**config.mk**
```make
export PLATFORM = sky130hd
export DESIGN_NAME = pipeline_control_unit
export DESIGN_NICKNAME = d
export VERILOG_FILES = /design/src/rtl/pipeline_control_unit.sv
export SDC_FILE = /design/constraint.sdc
export NUM_CORES = 1
export LEC_CHECK = 0
export ABC_AREA = 1
export ABC_CLOCK_PERIOD_IN_PS = 4800
export BUFFER_PORTS_ARGS = -buffer_cell sky130_fd_sc_hd__buf_2
export CAP_MARGIN = 20
export CORE_ASPECT_RATIO = 1.1
export CORE_UTILIZATION = 55
export DETAILED_ROUTE_END_ITERATION = 8
export GPL_TIMING_DRIVEN = 0
export PLACE_DENSITY_LB_ADDON = 0.25
export REMOVE_ABC_BUFFERS = 1
export SYNTH_ARGS = -nofsm -noshare
export SYNTH_HDL_FRONTEND = slang
export SYNTH_SLANG_ARGS = --single-unit
```
**constraint.sdc**
```tcl
create_clock -name clk -period 4.8 [get_ports clk]
set_input_delay 0.48 -clock clk [delete_from_list [all_inputs] [get_ports clk]]
set_output_delay 0.48 -clock clk [all_outputs]
set_load 0.01 [all_outputs]
```
**src/rtl/pipeline_control_unit.sv**
```systemverilog
// RV32I main decoder with EX/MEM/WB control-bundle registers, load-use stall,
// branch/jump flush and saturating stall/flush performance counters.
module pipeline_control_unit #(
    parameter int unsigned REG_ADDR_W = 5,
    parameter int unsigned EN_JUMP    = 1,
    parameter int unsigned CNT_W      = 16
) (
    input  logic                  clk,
    input  logic                  rst,
    input  logic                  id_valid,
    input  logic [6:0]            id_opcode,
    input  logic [REG_ADDR_W-1:0] id_rs1,
    input  logic [REG_ADDR_W-1:0] id_rs2,
    input  logic [REG_ADDR_W-1:0] id_rd,
    input  logic                  ex_redirect,
    output logic                  stall_pc,
    output logic                  flush_ifid,
    output logic                  id_illegal,
    output logic                  ex_valid,
    output logic                  ex_branch,
    output logic                  ex_jump,
    output logic                  ex_memread,
    output logic                  ex_memwrite,
    output logic                  ex_alusrc,
    output logic                  ex_regwrite,
    output logic                  ex_memtoreg,
    output logic [1:0]            ex_aluop,
    output logic [REG_ADDR_W-1:0] ex_rd,
    output logic                  mem_valid,
    output logic                  mem_memread,
    output logic                  mem_memwrite,
    output logic                  mem_regwrite,
    output logic                  mem_memtoreg,
    output logic [REG_ADDR_W-1:0] mem_rd,
    output logic                  wb_valid,
    output logic                  wb_regwrite,
    output logic                  wb_memtoreg,
    output logic [REG_ADDR_W-1:0] wb_rd,
    output logic [CNT_W-1:0]      stall_cnt,
    output logic [CNT_W-1:0]      flush_cnt
);

    typedef struct packed {
        logic                  valid;
        logic                  branch;
        logic                  jump;
        logic                  memread;
        logic                  memwrite;
        logic                  alusrc;
        logic                  regwrite;
        logic                  memtoreg;
        logic [1:0]            aluop;
        logic [REG_ADDR_W-1:0] rd;
    } ex_bundle_t;

    typedef struct packed {
        logic                  valid;
        logic                  memread;
        logic                  memwrite;
        logic                  regwrite;
        logic                  memtoreg;
        logic [REG_ADDR_W-1:0] rd;
    } mem_bundle_t;

    typedef struct packed {
        logic                  valid;
        logic                  regwrite;
        logic                  memtoreg;
        logic [REG_ADDR_W-1:0] rd;
    } wb_bundle_t;

    ex_bundle_t  dec, ex_d, ex_q;
    mem_bundle_t mem_d, mem_q;
    wb_bundle_t  wb_d, wb_q;
    logic [CNT_W-1:0] stall_cnt_d, stall_cnt_q, flush_cnt_d, flush_cnt_q;
    logic legal, use_rs1, use_rs2, hz, fl;

    always_comb begin
        dec     = '0;
        legal   = 1'b1;
        use_rs1 = 1'b1;
        use_rs2 = 1'b0;
        case (id_opcode)
            7'b0110011: begin
                dec.regwrite = 1'b1;
                dec.aluop    = 2'b10;
                use_rs2      = 1'b1;
            end
            7'b0000011: begin
                dec.memread  = 1'b1;
                dec.memtoreg = 1'b1;
                dec.alusrc   = 1'b1;
                dec.regwrite = 1'b1;
            end
            7'b0100011: begin
                dec.memwrite = 1'b1;
                dec.alusrc   = 1'b1;
                use_rs2      = 1'b1;
            end
            7'b1100011: begin
                dec.branch = 1'b1;
                dec.aluop  = 2'b01;
                use_rs2    = 1'b1;
            end
            7'b0010011: begin
                dec.regwrite = 1'b1;
                dec.alusrc   = 1'b1;
                dec.aluop    = 2'b11;
            end
            7'b1101111: begin
                dec.jump     = 1'b1;
                dec.regwrite = 1'b1;
                use_rs1      = 1'b0;
            end
            7'b1100111: begin
                dec.jump     = 1'b1;
                dec.regwrite = 1'b1;
                dec.alusrc   = 1'b1;
            end
            7'b0110111, 7'b0010111: begin
                dec.regwrite = 1'b1;
                dec.alusrc   = 1'b1;
                use_rs1      = 1'b0;
            end
            default: legal = 1'b0;
        endcase
        // With jumps disabled the whole jump/upper-immediate group becomes illegal
        if (EN_JUMP == 0 && (id_opcode == 7'b1101111 || id_opcode == 7'b1100111 ||
                             id_opcode == 7'b0110111 || id_opcode == 7'b0010111)) begin
            legal = 1'b0;
        end
        if (!legal) begin
            dec     = '0;
            use_rs1 = 1'b0;
            use_rs2 = 1'b0;
        end else begin
            dec.valid = 1'b1;
            dec.rd    = id_rd;
            if (id_rd == '0) dec.regwrite = 1'b0;
        end
    end

    always_comb begin
        hz = id_valid & ex_q.valid & ex_q.memread & (ex_q.rd != '0) &
             ((use_rs1 & (ex_q.rd == id_rs1)) | (use_rs2 & (ex_q.rd == id_rs2)));
        fl = ex_q.valid & ex_redirect;
        ex_d  = (fl || hz || !id_valid || !legal) ? '0 : dec;
        mem_d = '{valid: ex_q.valid, memread: ex_q.memread, memwrite: ex_q.memwrite,
                  regwrite: ex_q.regwrite, memtoreg: ex_q.memtoreg, rd: ex_q.rd};
        wb_d  = '{valid: mem_q.valid, regwrite: mem_q.regwrite,
                  memtoreg: mem_q.memtoreg, rd: mem_q.rd};
        stall_cnt_d = stall_cnt_q;
        flush_cnt_d = flush_cnt_q;
        if (hz && !fl && stall_cnt_q != '1) stall_cnt_d = stall_cnt_q + CNT_W'(1);
        if (fl && flush_cnt_q != '1)        flush_cnt_d = flush_cnt_q + CNT_W'(1);
    end

    always_ff @(posedge clk) begin
        if (rst) begin
            ex_q        <= '0;
            mem_q       <= '0;
            wb_q        <= '0;
            stall_cnt_q <= '0;
            flush_cnt_q <= '0;
        end else begin
            ex_q        <= ex_d;
            mem_q       <= mem_d;
            wb_q        <= wb_d;
            stall_cnt_q <= stall_cnt_d;
            flush_cnt_q <= flush_cnt_d;
        end
    end

    assign stall_pc     = hz & ~fl;
    assign flush_ifid   = fl;
    assign id_illegal   = id_valid & ~legal;
    assign ex_valid     = ex_q.valid;
    assign ex_branch    = ex_q.branch;
    assign ex_jump      = ex_q.jump;
    assign ex_memread   = ex_q.memread;
    assign ex_memwrite  = ex_q.memwrite;
    assign ex_alusrc    = ex_q.alusrc;
    assign ex_regwrite  = ex_q.regwrite;
    assign ex_memtoreg  = ex_q.memtoreg;
    assign ex_aluop     = ex_q.aluop;
    assign ex_rd        = ex_q.rd;
    assign mem_valid    = mem_q.valid;
    assign mem_memread  = mem_q.memread;
    assign mem_memwrite = mem_q.memwrite;
    assign mem_regwrite = mem_q.regwrite;
    assign mem_memtoreg = mem_q.memtoreg;
    assign mem_rd       = mem_q.rd;
    assign wb_valid     = wb_q.valid;
    assign wb_regwrite  = wb_q.regwrite;
    assign wb_memtoreg  = wb_q.memtoreg;
    assign wb_rd        = wb_q.rd;
    assign stall_cnt    = stall_cnt_q;
    assign flush_cnt    = flush_cnt_q;

endmodule

```
==> impl_metrics.yaml <==
min_path:
  whs_path_depth: 2
  hp-start: "id_opcode[6]"
  holdPathEnd: "ex_memwrite"
  holdCritPathClass: "in2reg"
floorplan:
  die_y_um: 79.8
  core_area_um2: 5130
  die_area_um2: 5800
  die_w_um: 72.7
  initial_core_util: 0.589
  pin_count: 94
  rows: 27
synthesis:
  ys_warn_count: 0
  async_flop_share: 0
  synth_area_um2: 3020
  synth_area_leader_cell: "dfxtp_1"
  synth.distinct_cells: 34
  ys_top_cells_by_area: "dfxtp_1 (42%), nand2_1 (10%), nor2_1 (10%)"
  yosys-top-cells-count: "nand2_1 (84), nor2_1 (84), inv_1 (67)"
  syn_inst: 438
  yosysTopAreaCellShare: 0.417
  syn_avg_cell_area_um2: 6.90
  yosysSeqAreaShare: 0.417
  synth_flop_cell: "dfxtp_1"
  synth-edff-count: 0
  ys_ff_latch: 63
global_route:
  grt_overflow: 0
  grt_pass1_vias: 2606
  grt_pass1_wl_um: 11000
  grt_antenna_before_repair: 0
  gr-usage-all-layers: 0.245
  grt_max_degree: 28
clock_network:
  root_buffer: "clkbuf_8"
  cts_buffer_depth: 2
  cts_buffers: 9
  cts.sinks: 63
  path_clk_slew_ns: 0.06
  cts-resized-gates: 0
  cts_hold_buf: 0
  worstSkewPairLatency_ns: 0.33
  post_cts_buffers: 0
  cts_tree: "built"
  htreeDepth: 3
drt:
  first_iter_violations: 115
  wl_um: 6430
  detail_route.wl_per_cell_um: 10.6
  drtAntennaViolNets: 0
  via_per_inst: 4.85
  dr_total_vias: 2941
  first_pass_iters: 5
  drc: 0
layout:
  layout.nets: 560
  final_area_um2: 3680
  layout.area.seq_um2: 1260
  diodes: 0
  synthToLayoutAreaGrowth_pct: 21.6
  final_util: 0.716
  multi_input_area_um2: 1430
  drive_gt1_frac: 0.247
  n_fill_cell: 439
worst_setup_path:
  path_cells: "inv_1, nand2_1, nand2_1, nor2_1, nand3_1, nor2_1, nor2_2, nor2_8, nand2_1, inv_1, buf_2"
  r2r_end: "flush_cnt[10]"
  critPathKind: "reg2out"
  crit_path_end_kind: "output port"
  arrival_ns: 1.77
  worst_path_dominant_cell_family: "simple AND/OR/NAND/NOR gates"
  required_ns: 4.32
  critPathLaunchType: "flip-flop"
  cpPeakStageDelay_ns: 0.40
  cp_max_fo: 4
  timing.rr.start: "flush_cnt[0]"
  crit_path_top_delay_cell: "dfxtp_1"
  r2r_cells: 9
  crit_top_cell: "nand2_1"
  reg2reg_slack_ns: 2.59
  critPathBufInv: 3
sta:
  tns_ns: 0
  skew_ns: 0.00419
  whs_ns: 0.351
  timing.final.crit_share: 0.468
  fmax_mhz: 445
  min_period_ns: 2.25
  maxSlewViolCount: 0
  max_slew_margin: 0.561
  worstMarginPinSlew_ns: 0.657
  hold_viol_final: 0
  rsz0062_at_grt: "false"
  setup_viol: 0
status:
  status: "finished, final reports clean"
power:
  irDropWorstVdd_mv: 0.194
  p_leak_nw: 1.80
  finalPower_uw: 963
  power.density_nw_per_um2: 262
run:
  cap_viol_max_count: 0
place:
  gp_congestion: 0.880
  post-dp-hpwl_um: 4900
  place_area_um2: 3510
  port_buffers: 93
through the flow:
step,instances,setup WS (ns)
6_report,607,2.55
5_1_grt,607,2.32
4_1_cts,607,2.53
3_5_place_dp,593,2.63
3_3_place_gp,593,2.66
2_1_floorplan,428,2.93
layout by cell type (no fill, tap or decap), drive strengths merged:
cell	count
buf	93
nand2	93
nor2	92
inv	71
dfxtp	63
nand3	26
a21oi	21
o21ai	15
nor3	13
clkbuf	13
nand4	11
xnor2	6
nor4	4
xor2	4
a31oi	2
ha	2
o211ai	1
nor3b	1
a211oi	1
nand3b	1
o31ai	1
clkinv	1
how the worst max path moves through the flow:
stage	to	cells after the start	start	slack, ns
after floorplan	flush_cnt[10]	9	flush_cnt[1]	2.93
after global placement	stall_pc	11	id_opcode[3]	2.66
after detailed placement	flush_cnt[10]	9	flush_cnt[0]	2.63
after CTS	stall_pc	11	ex_rd[1]	2.53
after global routing	flush_cnt[10]	9	flush_cnt[0]	2.32
final	stall_pc	11	ex_rd[3]	2.55
cell type report:
cell class,count,share of cell area
Multi-Input combinational cell,294,0.389
Clock inverter,1,0.00136
Sequential cell,63,0.343
Inverter,71,0.0725
Timing Repair Buffer,93,0.127
Clock buffer,13,0.0432
Tap cell,72,0.0245
power breakdown:
group | total (mW) | internal [mW] | switching [mW]
Clock | 0.389 | 0.209 | 0.180
Combinational | 0.0485 | 0.0185 | 0.0300
Sequential | 0.525 | 0.524 | 0.000866
Total | 0.963 | 0.752 | 0.211
flip-flops by register name, indices dropped and copies added (netlist names), 2 cells and up:
name	cells
ex_rd	5
mem_rd	5
ex_aluop	2
stall_cnt	16
flush_cnt	16
wb_rd	5
metal layers:
metal  track usage  wire length, um  vias to the layer above
met4         0.106              115                        0
met5             0                0                        -
met1         0.287             2900                     1297
met2         0.409             3040                       83
met3        0.0758              365                       11
li1              -                -                     1550
cell families (layout without fill, tap and decap cells):
logic type,Yosys count,in the layout,synth area share
adders and majority gates,2,2,0.00828
DFF,63,63,0.417
buffers and inverters,81,178,0.110
AOI/OAI and AO/OA,41,41,0.0762
and+or+nand+nor,241,241,0.360
xor gates and xnor gates,10,10,0.0290
Note: power is estimated with default switching activity, not from simulation.
